`src/rtl/cla_pipe_if.sv`:
```
// Operand/result handshake bundle for cla_pipe: valid/ready on both sides plus NZCV result.
interface cla_pipe_if #(
    parameter int WIDTH = 32
);
    logic             in_valid;
    logic             in_ready;
    logic [WIDTH-1:0] a;
    logic [WIDTH-1:0] b;
    logic [1:0]       op;
    logic             ci;
    logic             sat;
    logic             out_valid;
    logic             out_ready;
    logic [WIDTH-1:0] s;
    logic             c;
    logic             v;
    logic             z;
    logic             n;

    modport master (
        output in_valid, a, b, op, ci, sat, out_ready,
        input  in_ready, out_valid, s, c, v, z, n
    );

    modport slave (
        input  in_valid, a, b, op, ci, sat, out_ready,
        output in_ready, out_valid, s, c, v, z, n
    );
endinterface

```
`src/rtl/cla_pipe.sv`:
```
// cla_pipe: pipelined carry-lookahead add/sub/adc/sbc with global-stall valid/ready and NZCV flags.
// Optional signed saturation clamp is enabled by defining CLA_PIPE_SAT_EN.

module cla_pipe_grp #(
    parameter int GROUP = 4
) (
    input  logic [GROUP-1:0] a,
    input  logic [GROUP-1:0] b,
    input  logic             ci,
    output logic [GROUP-1:0] s,
    output logic             co
);
    logic [GROUP-1:0] g, p;
    logic [GROUP:0]   cy;
    logic             pp;

    assign g = a & b;
    assign p = a ^ b;

    // Every carry is a flat sum of generate terms gated by the propagate run above them.
    always_comb begin
        cy    = '0;
        pp    = 1'b0;
        cy[0] = ci;
        for (int i = 0; i < GROUP; i++) begin
            cy[i+1] = g[i];
            pp      = p[i];
            for (int j = i - 1; j >= 0; j--) begin
                cy[i+1] = cy[i+1] | (pp & g[j]);
                pp      = pp & p[j];
            end
            cy[i+1] = cy[i+1] | (pp & ci);
        end
    end

    assign s  = p ^ cy[GROUP-1:0];
    assign co = cy[GROUP];
endmodule

module cla_pipe #(
    parameter int WIDTH  = 32,
    parameter int GROUP  = 4,
    parameter int STAGES = 2
) (
    input logic       clk,
    input logic       reset_n,
    cla_pipe_if.slave bus
);
    localparam int G   = WIDTH / GROUP;
    localparam int GPS = G / STAGES;
    localparam int SW  = GPS * GROUP;

    logic              adv, xfer;
    logic [STAGES:0]   vld_pipe;
    logic [WIDTH-1:0]  b_prep;
    logic              cin_prep, sat_cap;
    logic [WIDTH-1:0]  a_q, b_q;
    logic              cin_q, sat_q;
    logic [WIDTH-1:0]  s_raw, s_fin;
    logic              c_fin, cmsb, v_raw, sat_fin;
    logic [WIDTH-1:0]  s_q;
    logic              c_q, v_q, z_q, n_q;

    assign adv          = !vld_pipe[STAGES] || bus.out_ready;
    assign xfer         = bus.in_valid && adv;
    assign bus.in_ready = adv;

    assign b_prep   = bus.op[0] ? ~bus.b : bus.b;
    assign cin_prep = bus.op[1] ? bus.ci : bus.op[0];

`ifdef CLA_PIPE_SAT_EN
    assign sat_cap = bus.sat;
`else
    logic unused_sat;
    assign sat_cap    = 1'b0;
    assign unused_sat = bus.sat ^ sat_fin;
`endif

    // Operand capture; bubbles still shift so vld_pipe tracks occupancy.
    always_ff @(posedge clk or negedge reset_n) begin
        if (!reset_n) begin
            vld_pipe <= '0;
            a_q      <= '0;
            b_q      <= '0;
            cin_q    <= 1'b0;
            sat_q    <= 1'b0;
        end else if (adv) begin
            vld_pipe <= {vld_pipe[STAGES-1:0], xfer};
            a_q      <= bus.a;
            b_q      <= b_prep;
            cin_q    <= cin_prep;
            sat_q    <= sat_cap;
        end
    end

    for (genvar k = 0; k < STAGES; k++) begin : stg
        localparam int LO  = k * SW;
        localparam int REM = WIDTH - LO;

        logic [REM-1:0]   a_in, b_in;
        logic             c_in, sat_in;
        logic [SW-1:0]    slice;
        logic [LO+SW-1:0] acc;
        logic [GPS:0]     gc;

        if (k == 0) begin : src
            assign a_in   = a_q;
            assign b_in   = b_q;
            assign c_in   = cin_q;
            assign sat_in = sat_q;
            assign acc    = slice;
        end else begin : src
            assign a_in   = stg[k-1].nxt.a_r;
            assign b_in   = stg[k-1].nxt.b_r;
            assign c_in   = stg[k-1].nxt.c_r;
            assign sat_in = stg[k-1].nxt.sat_r;
            assign acc    = {slice, stg[k-1].nxt.sum_r};
        end

        assign gc[0] = c_in;
        for (genvar j = 0; j < GPS; j++) begin : grp
            cla_pipe_grp #(.GROUP(GROUP)) u_grp (
                .a  (a_in[j*GROUP +: GROUP]),
                .b  (b_in[j*GROUP +: GROUP]),
                .ci (gc[j]),
                .s  (slice[j*GROUP +: GROUP]),
                .co (gc[j+1])
            );
        end

        if (k < STAGES - 1) begin : nxt
            // Low sum bits skew forward; untouched operand bits ride along for later stages.
            logic [REM-SW-1:0] a_r, b_r;
            logic [LO+SW-1:0]  sum_r;
            logic              c_r, sat_r;

            always_ff @(posedge clk or negedge reset_n) begin
                if (!reset_n) begin
                    a_r   <= '0;
                    b_r   <= '0;
                    sum_r <= '0;
                    c_r   <= 1'b0;
                    sat_r <= 1'b0;
                end else if (adv) begin
                    a_r   <= a_in[REM-1:SW];
                    b_r   <= b_in[REM-1:SW];
                    sum_r <= acc;
                    c_r   <= gc[GPS];
                    sat_r <= sat_in;
                end
            end
        end else begin : fin
            assign s_raw   = acc;
            assign c_fin   = gc[GPS];
            assign cmsb    = a_in[SW-1] ^ b_in[SW-1] ^ acc[WIDTH-1];
            assign sat_fin = sat_in;
        end
    end

    assign v_raw = cmsb ^ c_fin;

    always_comb begin
        s_fin = s_raw;
`ifdef CLA_PIPE_SAT_EN
        // Carry into the MSB set means the true result overshot positive.
        if (sat_fin && v_raw)
            s_fin = cmsb ? {1'b0, {(WIDTH-1){1'b1}}} : {1'b1, {(WIDTH-1){1'b0}}};
`endif
    end

    always_ff @(posedge clk or negedge reset_n) begin
        if (!reset_n) begin
            s_q <= '0;
            c_q <= 1'b0;
            v_q <= 1'b0;
            z_q <= 1'b0;
            n_q <= 1'b0;
        end else if (adv && vld_pipe[STAGES-1]) begin
            s_q <= s_fin;
            c_q <= c_fin;
            v_q <= v_raw;
            z_q <= (s_fin == '0);
            n_q <= s_fin[WIDTH-1];
        end
    end

    assign bus.out_valid = vld_pipe[STAGES];
    assign bus.s         = s_q;
    assign bus.c         = c_q;
    assign bus.v         = v_q;
    assign bus.z         = z_q;
    assign bus.n         = n_q;
endmodule

```
`src/flat_wrapper.sv`:
```
// flat-port wrapper written by rule: the top's interface ports become plain ports
module cla_pipe_flat 
#(
    parameter int WIDTH  = 32,
    parameter int GROUP  = 4,
    parameter int STAGES = 2
)
  (clk, reset_n, bus_in_valid, bus_a, bus_b, bus_op, bus_ci, bus_sat, bus_out_ready, bus_in_ready, bus_out_valid, bus_s, bus_c, bus_v, bus_z, bus_n);
  cla_pipe_if #(.WIDTH(WIDTH)) bus_i ();
  input logic clk;
  input logic reset_n;
  input wire logic [$bits(bus_i.in_valid)-1:0] bus_in_valid;
  input wire logic [$bits(bus_i.a)-1:0] bus_a;
  input wire logic [$bits(bus_i.b)-1:0] bus_b;
  input wire logic [$bits(bus_i.op)-1:0] bus_op;
  input wire logic [$bits(bus_i.ci)-1:0] bus_ci;
  input wire logic [$bits(bus_i.sat)-1:0] bus_sat;
  input wire logic [$bits(bus_i.out_ready)-1:0] bus_out_ready;
  output wire logic [$bits(bus_i.in_ready)-1:0] bus_in_ready;
  output wire logic [$bits(bus_i.out_valid)-1:0] bus_out_valid;
  output wire logic [$bits(bus_i.s)-1:0] bus_s;
  output wire logic [$bits(bus_i.c)-1:0] bus_c;
  output wire logic [$bits(bus_i.v)-1:0] bus_v;
  output wire logic [$bits(bus_i.z)-1:0] bus_z;
  output wire logic [$bits(bus_i.n)-1:0] bus_n;
  assign bus_i.in_valid = bus_in_valid;
  assign bus_i.a = bus_a;
  assign bus_i.b = bus_b;
  assign bus_i.op = bus_op;
  assign bus_i.ci = bus_ci;
  assign bus_i.sat = bus_sat;
  assign bus_i.out_ready = bus_out_ready;
  assign bus_in_ready = bus_i.in_ready;
  assign bus_out_valid = bus_i.out_valid;
  assign bus_s = bus_i.s;
  assign bus_c = bus_i.c;
  assign bus_v = bus_i.v;
  assign bus_z = bus_i.z;
  assign bus_n = bus_i.n;
  cla_pipe #(.WIDTH(WIDTH), .GROUP(GROUP), .STAGES(STAGES)) u_core (.clk(clk), .reset_n(reset_n), .bus(bus_i));
endmodule
```
`config.mk`:
```
export PLATFORM = sky130hd
export DESIGN_NAME = cla_pipe_flat
export DESIGN_NICKNAME = d
export VERILOG_FILES = /design/src/rtl/cla_pipe_if.sv /design/src/rtl/cla_pipe.sv /design/src/flat_wrapper.sv
export SDC_FILE = /design/constraint.sdc
export NUM_CORES = 1
export LEC_CHECK = 0
export BUFFER_PORTS_ARGS = -buffer_cell sky130_fd_sc_hd__buf_2
export CAP_MARGIN = 30
export CORE_ASPECT_RATIO = 0.8
export CORE_MARGIN = 2
export CORE_UTILIZATION = 52
export DETAILED_ROUTE_END_ITERATION = 12
export GPL_TIMING_DRIVEN = 0
export MAX_ROUTING_LAYER = met4
export PLACE_DENSITY_LB_ADDON = 0.3
export SYNTH_ARGS = -nofsm -noshare
export SYNTH_HDL_FRONTEND = slang
export SYNTH_SLANG_ARGS = --single-unit
export TNS_END_PERCENT = 5
```
`constraint.sdc`:
```
create_clock -name clk -period 4 [get_ports clk]
set_clock_uncertainty 0.15 [all_clocks]
set_input_delay 1 -clock clk [delete_from_list [all_inputs] [get_ports clk]]
set_output_delay 1 -clock clk [all_outputs]
set_load 0.05 [all_outputs]
```
==> results.txt, run 1 <==
The placed instances occupy a cell area of 8060 sq um. In this run the worst setup path terminates at u_core.bus.z. The die is 110 um tall. The DRC violation total after the first TritonRoute iteration came out at 305.

The internal power is 4.33 mW. The net count after synthesis is about 860. The length of the first detailed-routing pass in iterations is 7. The placement-stage worst setup slack is -0.380 ns. The via count is around 5600. The portion of synthesized cell area occupied by the leading cell type is 0.523. The setup total negative slack is 0 ns.

The net count of the finished layout came out at between 900 and 1000. The number of failing hold endpoints at the final stage is 0. The stage delay of the slowest cell on the critical path is 0.63 ns. The count of placed standard cells including taps is 1031.

The ratio of routed vias to standard cells came out at 5.23. The peak ir drop on the vdd network came out at 0.000511 V. The share of layout cells above drive strength 1 is 0.217.

The final max-slew violation count came out at 0. The placeable core region is 13600 sq um. The initial antenna violation count came out at 0. The count of nets left with antenna violations once routing finished came out at 0. The largest fanout on the critical path is 3.

The worst-case clock buffer depth is 2. The achievable clock frequency came out at 0.259 GHz. The run finished with clean final reports. The maximum number of pins on one net before global-route repair came out at 84. The initial core utilization came out at 0.534.

The critical path crosses 14 cells after its start point. The total of fill cells in the finished design is 1132. The category of the most critical setup path is flip-flop to flip-flop. The mean post-synth cell area is 9.78 sq um. Ranked by total cell area, the synthesized netlist is headed by sky130_fd_sc_hd__dfrtp_1, sky130_fd_sc_hd__nand2_1, sky130_fd_sc_hd__ha_1. The number of warnings printed during yosys synthesis came out at 0. The buffer and inverter count on the worst path is 0. The synthesized netlist cell count is 743. The total power draw came out at 7.53 mW.

The sequential fraction of design power came out at 0.333. The critical path startpoint category is a flip-flop. The worst pin sits at a relative slew slack of 0.476. The required time of the critical path came out at 4.18 ns. The antenna diode count came out at 0. The count of endpoints failing setup in the final report came out at 0.

The depth of the CTS H-tree came out at 4. Synthesis inferred 152 register bits. Routability-driven placement finished with a final weighted congestion of 0.880. The critical path goes through ha_4, a211oi_2, o21ai_2, o2111ai_2, o211ai_1, a21oi_2, o21bai_2, fa_1, or4b_2, nor4_2, nand4_1, a31oi_1, o21ai_1, o31ai_1. The critical path starts at u_core.stg[0].nxt.b_r[0].

The final-layout worst hold slack came out at between 0.3 and 0.4 ns. The static leakage came out at 4.22 nW. The summed area of non-filler cells in the final layout came out at 8740 sq um. The worst endpoint data arrival time came out at 4.04 ns. The main flop type after synthesis is sky130_fd_sc_hd__dfrtp_1. Relative to the synthesized area, the layout overhead comes to 20.2%. The number of global-route vias before repair is 5477.

The transition time at the pin with the least slew margin is 0.786 ns. The filler-free cell count of the finished design came out at between 1000 and 1500. On the critical path the largest part of the delay comes from compound AO/OA/AOI/OAI gates.

The width of the die is about 140 um. The final worst-path setup slack is 0.140 ns. The count of unresolved DRC violations after routing came out at 0. Power spread over the standard cell area amounts to 861 nW/um^2. In this run the core area contains 38 standard-cell rows. The final clock period utilization by the worst path came out at 0.965.

The post-detailed-routing wire length is 16.7 mm. STA classifies the critical path endpoint as a flip-flop. Summed over all instances, the cell type with the most area after synthesis is sky130_fd_sc_hd__dfrtp_1.

The share of total power in the clock network is 0.208. The worst register-to-register path begins at u_core.stg[0].nxt.b_r[0]. The number of cells traversed by the worst register-to-register path came out at 14. For this run, the register share of the synthesized area comes to 0.523.

Counting flops with an async set or reset pin after synthesis yields a share of 1.00. The combined area of all synthesized cells came out at 7270 sq um. Across the run, the number of max-cap violations was 0. The clock reaches the later pin of the worst-skew pair after 0.43 ns.

The global-route wire length before repair is 27.3 mm. The clock-pin transition on the worst setup and hold timing paths is 0.06 ns. The mean routed wirelength per cell is 15.7 um. The number of buffer cells added on primary ports is 107. The master cell of the clock root buffer is sky130_fd_sc_hd__clkbuf_16. The number of library cell types mapped by synthesis is 47. The relative contribution of combinational cells to total power came out at 0.458. For this design the top-level I/O count stands at 110. The CTS tree is done.

Once layout is complete, the utilization of the core stands at 0.643. The most frequent standard cell in the layout excluding fill and tap cells is sky130_fd_sc_hd__nand2_1. The die covers 14900 sq um.

The number of buffers created by CTS is 17. Leaving out fill and tap cells, the most frequent cells in the layout are sky130_fd_sc_hd__nand2_1, sky130_fd_sc_hd__dfrtp_1, sky130_fd_sc_hd__buf_2. The number of sinks handled by clock tree synthesis came out at 152. Of the total power, the share spent switching nets is 0.425. The min-delay analysis places its worst path in the category flip-flop to flip-flop. For this run, the total global-route usage over all layers was measured as 0.249. The setup slack of the most critical reg-to-reg path came out at 0.14 ns. The number of enable-type register cells in the synthesized netlist is 0. In this run, post-CTS hold repair placed 0 buffers. The HPWL after detailed placement is 12.4 mm. The routed design could run at a clock period as short as 3.86 ns.

The slowest stage of the critical path belongs to the cell sky130_fd_sc_hd__or4b_2. The endpoint of the lowest-slack register-to-register path is u_core.bus.z. The reported net switching power came out at around 3.2 mW.

After global routing the overflow that remains totals 0.
[cells by family after synthesis]
family / count (synthesis) / share of synthesized area
mux: 27 / 0.0415
fa+ha+maj: 40 / 0.0771
flops: 152 / 0.523
simple gates: 312 / 0.173
compound gates: 113 / 0.0933
buf+inv: 47 / 0.0286
xor+xnor: 52 / 0.0627
[power by group through the flow]
stage	logic [mW]	registers [mW]	clock network [mW]
floorplan	1.83	3.02	0
global placement	3.18	2.50	0
detailed placement	3.27	2.52	0
CTS	3.37	2.50	1.58
global route	3.78	2.58	1.65
finish	3.45	2.51	1.57
[layout make-up]
cell class | instances | area [sq um] | share of cell area
well taps | 180 | 225 | 0.0258
plain buffers | 34 | 159 | 0.0182
inverters | 12 | 45.0 | 0.00515
repair buffers | 113 | 607 | 0.0694
flip-flops and latches | 152 | 3800 | 0.435
multi-input cells | 544 | 3330 | 0.381
clock buffers | 22 | 474 | 0.0543
clock inverters | 8 | 97.6 | 0.0112
[synthesized netlist by cell type (all sizes together), types with 5 or more instances]
library cell,count
nand2,262
dfrtp,152
o21ai,60
xnor2,42
ha,32
clkbuf,30
mux2,25
a21oi,19
nor2,16
inv,12
xor2,10
fa,8
nor4,8
nor3,6
a21o,5
buf,5
o21bai,5
o31ai,5
[worst reg2reg max path: cells and delay by family (launching register included)]
family          cells  cell delay [ns]
fa+ha+maj           2             0.76
simple gates        3             0.95
flops               1             0.42
compound gates      9             1.49
[routing by layer]
layer | vias to the layer above | part of all wire | global-route usage
li1 | 2720 | - | -
met1 | 2675 | 0.48 | 0.350
met2 | 149 | 0.44 | 0.362
met3 | 24 | 0.063 | 0.0549
met4 | 0 | 0.018 | 0.0789
met5 | - | 0 | -
[state kept, by name, summed over array words and instances (netlist names)]
register,flops
u_core.bus.c,1
u_core.bus.v,1
u_core.stg.nxt.c_r,1
u_core.b_q,32
u_core.bus.s,31
u_core.stg.nxt.sum_r,16
u_core.stg.nxt.b_r,16
u_core.vld_pipe,3
u_core.a_q,32
u_core.bus.z,1
u_core.stg.nxt.a_r,16
u_core.cin_q,1
u_core.bus.n,1
[how the worst min path moves through the flow]
| stage | start | to | slack, ns | depth (start not counted) |
|---|---|---|---|---|
| 2_1_floorplan | u_core.a_q[16] | u_core.a_q[16] | 0.29 | 2 |
| 3_3_place_gp | u_core.a_q[31] | u_core.a_q[31] | 0.30 | 2 |
| 3_5_place_dp | u_core.a_q[24] | u_core.a_q[24] | 0.31 | 2 |
| 4_1_cts | u_core.b_q[21] | u_core.stg[0].nxt.b_r[5] | 0.32 | 2 |
| 5_1_grt | u_core.a_q[17] | u_core.a_q[17] | 0.34 | 2 |
| 6_report | u_core.b_q[21] | u_core.stg[0].nxt.b_r[5] | 0.31 | 2 |
[timing repair]
action | 4_1_cts | 5_1_grt
setup buffers | 3 | 2
pin swaps | 3 | 5
gates cloned | 0 | 0
resized for setup | 7 | 10
setup endpoints to repair | 1 | 1
Power figures use the tool's default switching activity.
==> run 2: changes to the inputs <==
- CORE_ASPECT_RATIO: 0.8 -> not set
==> run 2 against run 1 <==
Net effect:
- utilization fell by 0.10 points
- register-to-register slack worse by 0.03 ns
- worst hold slack improved by 0.0053 ns
- first-iteration DRC count is 11% higher
- critical endpoint unchanged
- worst setup slack worse by 0.025 ns
- non-clock buffer count down 2
==> results.txt, run 2 (synthesis gave the netlist of run 1 again) <==
The count of maximum capacitance violations came out at 0 (unchanged). The number of cells traversed by the worst register-to-register path was 14 (unchanged). The initial core utilization is 0.528 (-0.00680). The required time of the critical path is 4.17 ns (about the same).

Setup repair after global routing could not meet its margin everywhere. The path with the worst hold slack has its endpoint at u_core.a_q[26]. The width of the die was 122 um (-10%). The achievable clock frequency was 0.257 GHz (-0.65%). The DRC violation total after the first TritonRoute iteration came out at 340 (+11%).

The residual antenna-violating net count after detailed routing was 0 (unchanged). The number of global-route vias before repair is 5416 (-1.1%). The worst setup path is captured at a flip-flop. The total grt overflow is 0 (unchanged).

The die footprint came out at 14900 sq um (about the same). The final critical delay including setup and external delays came out at 3.89 ns (+0.0252 ns). Leaving out fill and tap cells, the most frequent cell in the layout is sky130_fd_sc_hd__nand2_1.

The final max-slew violation count is 0 (unchanged). The total power draw was 7.63 mW (+1.4%). The startpoint identified for the worst hold timing path is u_core.a_q[26]. The placed cell area came out at 8060 sq um (unchanged). The number of cells on the worst hold path is 2 (unchanged). The number of failing hold endpoints at the final stage came out at 0 (unchanged). The critical path is of the flip-flop to flip-flop type.

The setup slack of the most critical reg-to-reg path came to 0.11 ns (-0.03 ns). The via count came out at 5577 (+0.16%). The initial antenna violation count is 0 (unchanged).

The total of fill cells in the finished design is 1171 (+3.4%). The clock network latency to the later pin of the worst-skew pair came out at 0.42 ns (about the same). The largest fanout on the critical path is 4 (+1). The standard-cell row count came out at 43 (+13%). The length of the first detailed-routing pass in iterations came out at 4 (-3). The power density over the cells was 864 nW/um^2 (+0.28%). The global-route wire length before repair came to 26.8 mm (-1.7%). The utilization after layout is 0.642 (-0.000997). The final clock period utilization by the worst path came out at 0.971 (+0.00631). The number of buffer cells added on primary ports was 107 (unchanged).

The master cell of the clock root buffer is sky130_fd_sc_hd__clkbuf_16. The transition time at the pin with the least slew margin is 0.776 ns (-0.0102 ns). The number of buffers inserted by hold repair at cts came out at 0 (unchanged). The count of endpoints failing setup in the final report is 0 (unchanged). The number of sinks handled by clock tree synthesis is 152 (unchanged). In the layout the commonest cells are sky130_fd_sc_hd__nand2_1, sky130_fd_sc_hd__dfrtp_1, sky130_fd_sc_hd__buf_2. The I/O pin total is 110 (unchanged).

The worst hold path belongs to the class flip-flop to flip-flop. The count of placed standard cells including taps is 1031 (unchanged). The share of layout cells above drive strength 1 came out at 0.219 (+0.00226). Compared with the post-synthesis result, the final layout area differs by 21.6%. The count of unresolved DRC violations after routing came out at 0 (unchanged).

The clock-pin transition on the worst setup and hold timing paths came to 0.06 ns (about the same). The routability congestion estimate came out at 0.905 (+2.8%). The HPWL reported at the end of detailed placement came out at 11.9 mm (-4.3%). The relative slew slack came out at 0.483 (+0.00677). The placeable core region is 13800 sq um (+1.3%).

The ratio of routed vias to standard cells came out at 5.24 (+0.16%). The worst-case clock buffer depth came out at 2 (unchanged). The flow ran to the end, and the final reports show no timing, DRC or antenna violations. The worst register-to-register path begins at u_core.stg[0].nxt.b_r[0].

The static leakage came out at 4.25 nW (+0.64%). TritonCTS built the clock tree. The peak ir drop on the vdd network came out at 0.000311 V (-39%).

The net count of the finished layout came out at 984 (-0.20%). The global routing usage summed across all routing layers is 0.242 (-0.00684). The endpoint identified for the worst register-to-register timing path is u_core.bus.z.

The summed area of non-filler cells in the final layout came to 8840 sq um (+1.1%). The antenna diode count is 0 (unchanged). The mean routed wirelength per cell is 15.4 um (-2.1%).

The maximum number of pins on one net before global-route repair is 85 (+1.2%). The depth of the CTS H-tree came out at 4 (unchanged). The y dimension of the die is 122 um (+11%).

The number of buffers created by CTS came out at 17 (unchanged). The post-detailed-routing wire length is 16.4 mm (-2.1%). The worst endpoint data arrival time came out at 4.06 ns (+0.02 ns). The filler-free cell count of the finished design came to 1065 (unchanged). STA classifies the critical path startpoint as a flip-flop.
==> run 2: cell types whose count changed in the layout (fill, tap and decap cells not counted), sizes merged <==
cell,before,now
buf,118,116
bufinv,2,3
clkbuf,51,53
clkinv,3,4
clkinvlp,3,1
==> run 2: final cells by class <==
cell class              instances  area (sq um)  share of cell area
flip-flops and latches        152          3800               0.430
multi-input cells             544          3400               0.385
repair buffers                111           592              0.0670
clock buffers                  24           492              0.0556
well taps                     180           225              0.0255
plain buffers                  34           159              0.0180
clock inverters                 8           118              0.0133
inverters                      12          45.0             0.00510
==> run 2: worst max-delay path by stage <==
| stage | cells past startpoint | endpoint | from | slack [ns] |
|---|---|---|---|---|
| 4_1_cts | 14 | u_core.bus.z | u_core.stg[0].nxt.b_r[0] | 0.02 |
| 2_1_floorplan | 14 | u_core.bus.z | u_core.stg[0].nxt.b_r[0] | 0.25 |
| 3_5_place_dp | 14 | u_core.bus.z | u_core.stg[0].nxt.b_r[6] | -0.41 |
| 6_report | 14 | u_core.bus.z | u_core.stg[0].nxt.b_r[0] | 0.11 |
| 5_1_grt | 14 | u_core.bus.z | u_core.stg[0].nxt.b_r[6] | -0.12 |
| 3_3_place_gp | 1 | u_core.bus.n | reset_n | -0.40 |
==> run 2: timing repair <==
action,4_1_cts,5_1_grt
pin swaps,4,8
endpoints found under the hold margin,0,0
endpoints found under the setup margin,1,1
gates resized for setup,6,18
setup buffers,2,1
==> run 2: metrics by stage <==
| step | setup TNS [ns] | hold slack [ns] | worst slack [ns] |
|---|---|---|---|
| 2_1_floorplan | 0 | 0.289 | 0.253 |
| 3_3_place_gp | -58.85 | 0.301 | -0.395 |
| 3_5_place_dp | -0.413 | 0.305 | -0.413 |
| 4_1_cts | 0 | 0.318 | 0.0176 |
| 5_1_grt | -0.115 | 0.341 | -0.115 |
| 6_report | 0 | 0.316 | 0.115 |
==> run 2: critical path: stages, from the launching register on <==
cell	delay (ns)
sky130_fd_sc_hd__dfrtp_1	0.41
sky130_fd_sc_hd__ha_4	0.26
sky130_fd_sc_hd__a211oi_4	0.26
sky130_fd_sc_hd__o21ai_2	0.10
sky130_fd_sc_hd__buf_4	0.14
sky130_fd_sc_hd__nor2b_2	0.17
sky130_fd_sc_hd__nand3_1	0.11
sky130_fd_sc_hd__nand2_1	0.08
sky130_fd_sc_hd__fa_1	0.55
sky130_fd_sc_hd__or4b_4	0.57
sky130_fd_sc_hd__nor4_4	0.27
sky130_fd_sc_hd__nand4_1	0.16
sky130_fd_sc_hd__a31oi_1	0.19
sky130_fd_sc_hd__o21ai_1	0.10
sky130_fd_sc_hd__o31ai_1	0.25
==> run 2: per-layer routing <==
layer,part of all wire,GRT usage,routed length [um]
met5,0,-,0
met4,0.015,0.0761,250
met3,0.049,0.0451,803
met2,0.46,0.366,7560
met1,0.47,0.334,7770
==> run 2: power breakdown <==
group	internal [mW]	switching (mW)	total [mW]	leakage (nW)
Clock	1.04	0.594	1.64	0.300
Sequential	2.11	0.416	2.53	1.82
Combinational	1.30	2.17	3.47	2.12
==> run 3: changes to the inputs <==
- ABC_AREA: not set -> 0
- MAX_ROUTING_LAYER: met4 -> not set
==> run 3 against run 2 <==
Net effect:
- count of clock-buffer cells in the layout unchanged
- flip-flop and latch count unchanged
- worst hold slack barely moved
- cell count is the same
- sequential power about the same
- critical endpoint unchanged
- highest routed layer unchanged
==> results.txt, run 3 (synthesis gave the netlist of run 1 again) <==
The global-route wire length before repair came out at 26.8 mm (-0.10%). The peak ir drop on the vdd network is 0.000311 V (+0.11%). The global routing usage summed across all routing layers came to 0.235 (-0.00753). The final critical delay including setup and external delays came to 3.88 ns (-0.00178 ns). In this run the most critical hold path is launched from u_core.a_q[26]. The stage delay of the slowest cell on the critical path came out at 0.57 ns (about the same).

The net count of the finished layout is 984 (unchanged). The length of the first detailed-routing pass in iterations is 5 (+1). The ratio of routed vias to standard cells came out at 5.27 (+0.57%). The CTS tree is done.

The number of cells traversed by the worst register-to-register path came to 14 (unchanged). The placeable core region is 13800 sq um (unchanged). The width of the die is 122 um (unchanged). The area overhead of the layout relative to synthesis is 21.6% (unchanged).

Among cell families on the critical path, the largest total delay comes from simple AND/OR/NAND/NOR gates. The maximum number of pins on one net before global-route repair is 85 (unchanged). The run finished with clean final reports. The routability congestion estimate came out at 0.890 (-1.7%). The number of buffer cells added on primary ports is 107 (unchanged). The y dimension of the die came out at 122 um (unchanged). The depth of the CTS H-tree was 4 (unchanged). The relative contribution of combinational cells to total power is 0.454 (about the same). The HPWL reported at the end of detailed placement came out at 11.9 mm (unchanged). The reported net switching power is 3.18 mW (about the same).

The category of the most critical setup path is flip-flop to flip-flop. The clock-pin transition on the worst setup and hold timing paths is 0.06 ns (about the same). The count of maximum capacitance violations came to 0 (unchanged). The area of the multi-input gates is 3400 sq um (unchanged). The power density over the cells is 863 nW/um^2 (about the same). The share of total power in the clock network came out at 0.215 (about the same).

The number of buffers created by CTS came out at 17 (unchanged). The DRC violation total after the first TritonRoute iteration came to 328 (-3.5%). The final clock period utilization by the worst path came out at 0.971 (about the same).

The library cell used most frequently in the layout, excluding fill and tap cells, is sky130_fd_sc_hd__nand2_1. The endpoint of the lowest-slack register-to-register path is u_core.bus.z. The internal power is 4.45 mW (about the same). The tree is rooted in a sky130_fd_sc_hd__clkbuf_16.

The total grt overflow is 0 (unchanged). The nature of the critical path endpoint is a flip-flop. The tightest min-delay check is of the flip-flop to flip-flop type. The via count is 5609 (+0.57%). The number of cells on the worst hold path came to 2 (unchanged). The required time of the critical path is 4.17 ns (about the same).

The startpoint identified for the worst register-to-register timing path is u_core.stg[0].nxt.b_r[0]. The initial core utilization came out at 0.528 (unchanged). The utilization after layout is 0.642 (unchanged). The placement-stage worst setup slack is -0.413 ns (unchanged). The static leakage is 4.25 nW (unchanged). The setup slack of the most critical reg-to-reg path came out at 0.12 ns (about the same).

The buffer and inverter count on the worst path is 1 (unchanged). The switching share of power came to 0.416 (about the same). The residual antenna-violating net count after detailed routing was 0 (unchanged).

The largest fanout on the critical path came out at 4 (unchanged). The endpoint of the worst hold path is u_core.a_q[26]. The final worst-path setup slack came out at 0.117 ns (+0.00178 ns). The mean routed wirelength per cell is 15.4 um (-0.12%). The number of global-route vias before repair came to 5419 (+0.055%). The final max-slew violation count came out at 0 (unchanged).

The die footprint was 14900 sq um (unchanged). The standard-cell row count is 43 (unchanged). Setup repair after global routing could not meet its margin everywhere.

The share of layout cells above drive strength 1 came out at 0.219 (unchanged). The worst-case clock buffer depth came out at 2 (unchanged). The number of failing hold endpoints at the final stage is 0 (unchanged). The transition time at the pin with the least slew margin came out at 0.779 ns (+0.00266 ns). The post-detailed-routing wire length is 16.4 mm (-0.12%). The achievable clock frequency came to 0.258 GHz (about the same). The I/O pin total came out at 110 (unchanged).

The top cell types in the final layout, fill and taps aside, are sky130_fd_sc_hd__nand2_1, sky130_fd_sc_hd__dfrtp_1, sky130_fd_sc_hd__buf_2. The relative slew slack came to 0.481 (-0.00178). The number of sinks handled by clock tree synthesis is 152 (unchanged). The signal on the critical path passes through ha_4, a211oi_4, o21ai_2, buf_4, nor2b_2, nand3_1, nand2_1, fa_1, or4b_4, nor4_4, nand4_1, a31oi_1, o21ai_1, o31ai_1. The critical path startpoint category is a flip-flop. The total of fill cells in the finished design is 1171 (unchanged). The antenna diode count came out at 0 (unchanged).

The initial antenna violation count was 0 (unchanged). Among all stages on the critical path, the largest delay is contributed by sky130_fd_sc_hd__or4b_4. The count of endpoints failing setup in the final report is 0 (unchanged). The register cell area after layout is 3800 sq um (unchanged).

The worst endpoint data arrival time was 4.06 ns (about the same). The number of buffers inserted by hold repair at cts came out at 0 (unchanged). The count of unresolved DRC violations after routing is 0 (unchanged). The clock network latency to the later pin of the worst-skew pair came out at 0.42 ns (about the same).

The sequential fraction of design power is 0.331 (about the same).
[run 3: cell type report]
class	instances	area share
buffer	34	0.0180
clock buffer	24	0.0556
clock inverter	8	0.0133
inverter	12	0.00510
multi-input combinational	544	0.385
sequential	152	0.430
tap	180	0.0255
timing repair buffer	111	0.0670
[run 3: stage by stage]
| stage | setup TNS, ns | instance area [sq um] | hold slack, ns | total power [mW] | cells |
|---|---|---|---|---|---|
| 6_report | 0 | 8840 | 0.316 | 7.63 | 1065 |
| 5_1_grt | -0.115 | 8840 | 0.341 | 8.13 | 1065 |
| 4_1_cts | 0 | 8700 | 0.318 | 7.46 | 1064 |
| 3_5_place_dp | -0.413 | 8060 | 0.305 | 5.76 | 1031 |
| 3_3_place_gp | -58.85 | 8030 | 0.301 | 5.67 | 1030 |
| 2_1_floorplan | 0 | 7270 | 0.289 | 4.85 | 743 |
[run 3: worst register-to-register path, cell delays in order, from the launching register on]
cell	delay [ns]
sky130_fd_sc_hd__dfrtp_1	0.41
sky130_fd_sc_hd__ha_4	0.27
sky130_fd_sc_hd__a211oi_4	0.26
sky130_fd_sc_hd__o21ai_2	0.09
sky130_fd_sc_hd__buf_4	0.14
sky130_fd_sc_hd__nor2b_2	0.17
sky130_fd_sc_hd__nand3_1	0.11
sky130_fd_sc_hd__nand2_1	0.08
sky130_fd_sc_hd__fa_1	0.55
sky130_fd_sc_hd__or4b_4	0.57
sky130_fd_sc_hd__nor4_4	0.27
sky130_fd_sc_hd__nand4_1	0.16
sky130_fd_sc_hd__a31oi_1	0.19
sky130_fd_sc_hd__o21ai_1	0.10
sky130_fd_sc_hd__o31ai_1	0.25
[run 3: how the worst max path moves through the flow]
stage / start / endpoint / slack, ns / depth (start not counted)
2_1_floorplan: u_core.stg[0].nxt.b_r[0] / u_core.bus.z / 0.25 / 14
3_3_place_gp: reset_n / u_core.bus.n / -0.40 / 1
3_5_place_dp: u_core.stg[0].nxt.b_r[6] / u_core.bus.z / -0.41 / 14
4_1_cts: u_core.stg[0].nxt.b_r[0] / u_core.bus.z / 0.02 / 14
5_1_grt: u_core.stg[0].nxt.b_r[6] / u_core.bus.z / -0.12 / 14
6_report: u_core.stg[0].nxt.b_r[0] / u_core.bus.z / 0.12 / 14
[run 3: layer usage]
layer	vias up	global-route usage	part of all wire	wire length (um)
met5	-	0	0	0
met1	2738	0.333	0.48	7810
li1	2710	-	-	-
met3	23	0.0441	0.045	742
met4	0	0.0783	0.015	242
met2	138	0.366	0.46	7580
[run 3: power by group through the flow]
| stage | logic, mW | registers, mW | clock network, mW |
|---|---|---|---|
| final | 3.47 | 2.53 | 1.64 |
| after global routing | 3.82 | 2.59 | 1.73 |
| after CTS | 3.32 | 2.49 | 1.65 |
| after detailed placement | 3.24 | 2.52 | 0 |
| after global placement | 3.17 | 2.50 | 0 |
| after floorplan | 1.83 | 3.02 | 0 |
[run 3: timing repair]
item	in CTS	in global routing
resized for setup	6	18
endpoints found under the setup margin	1	1
buffers inserted	2	1
pin swaps	4	8
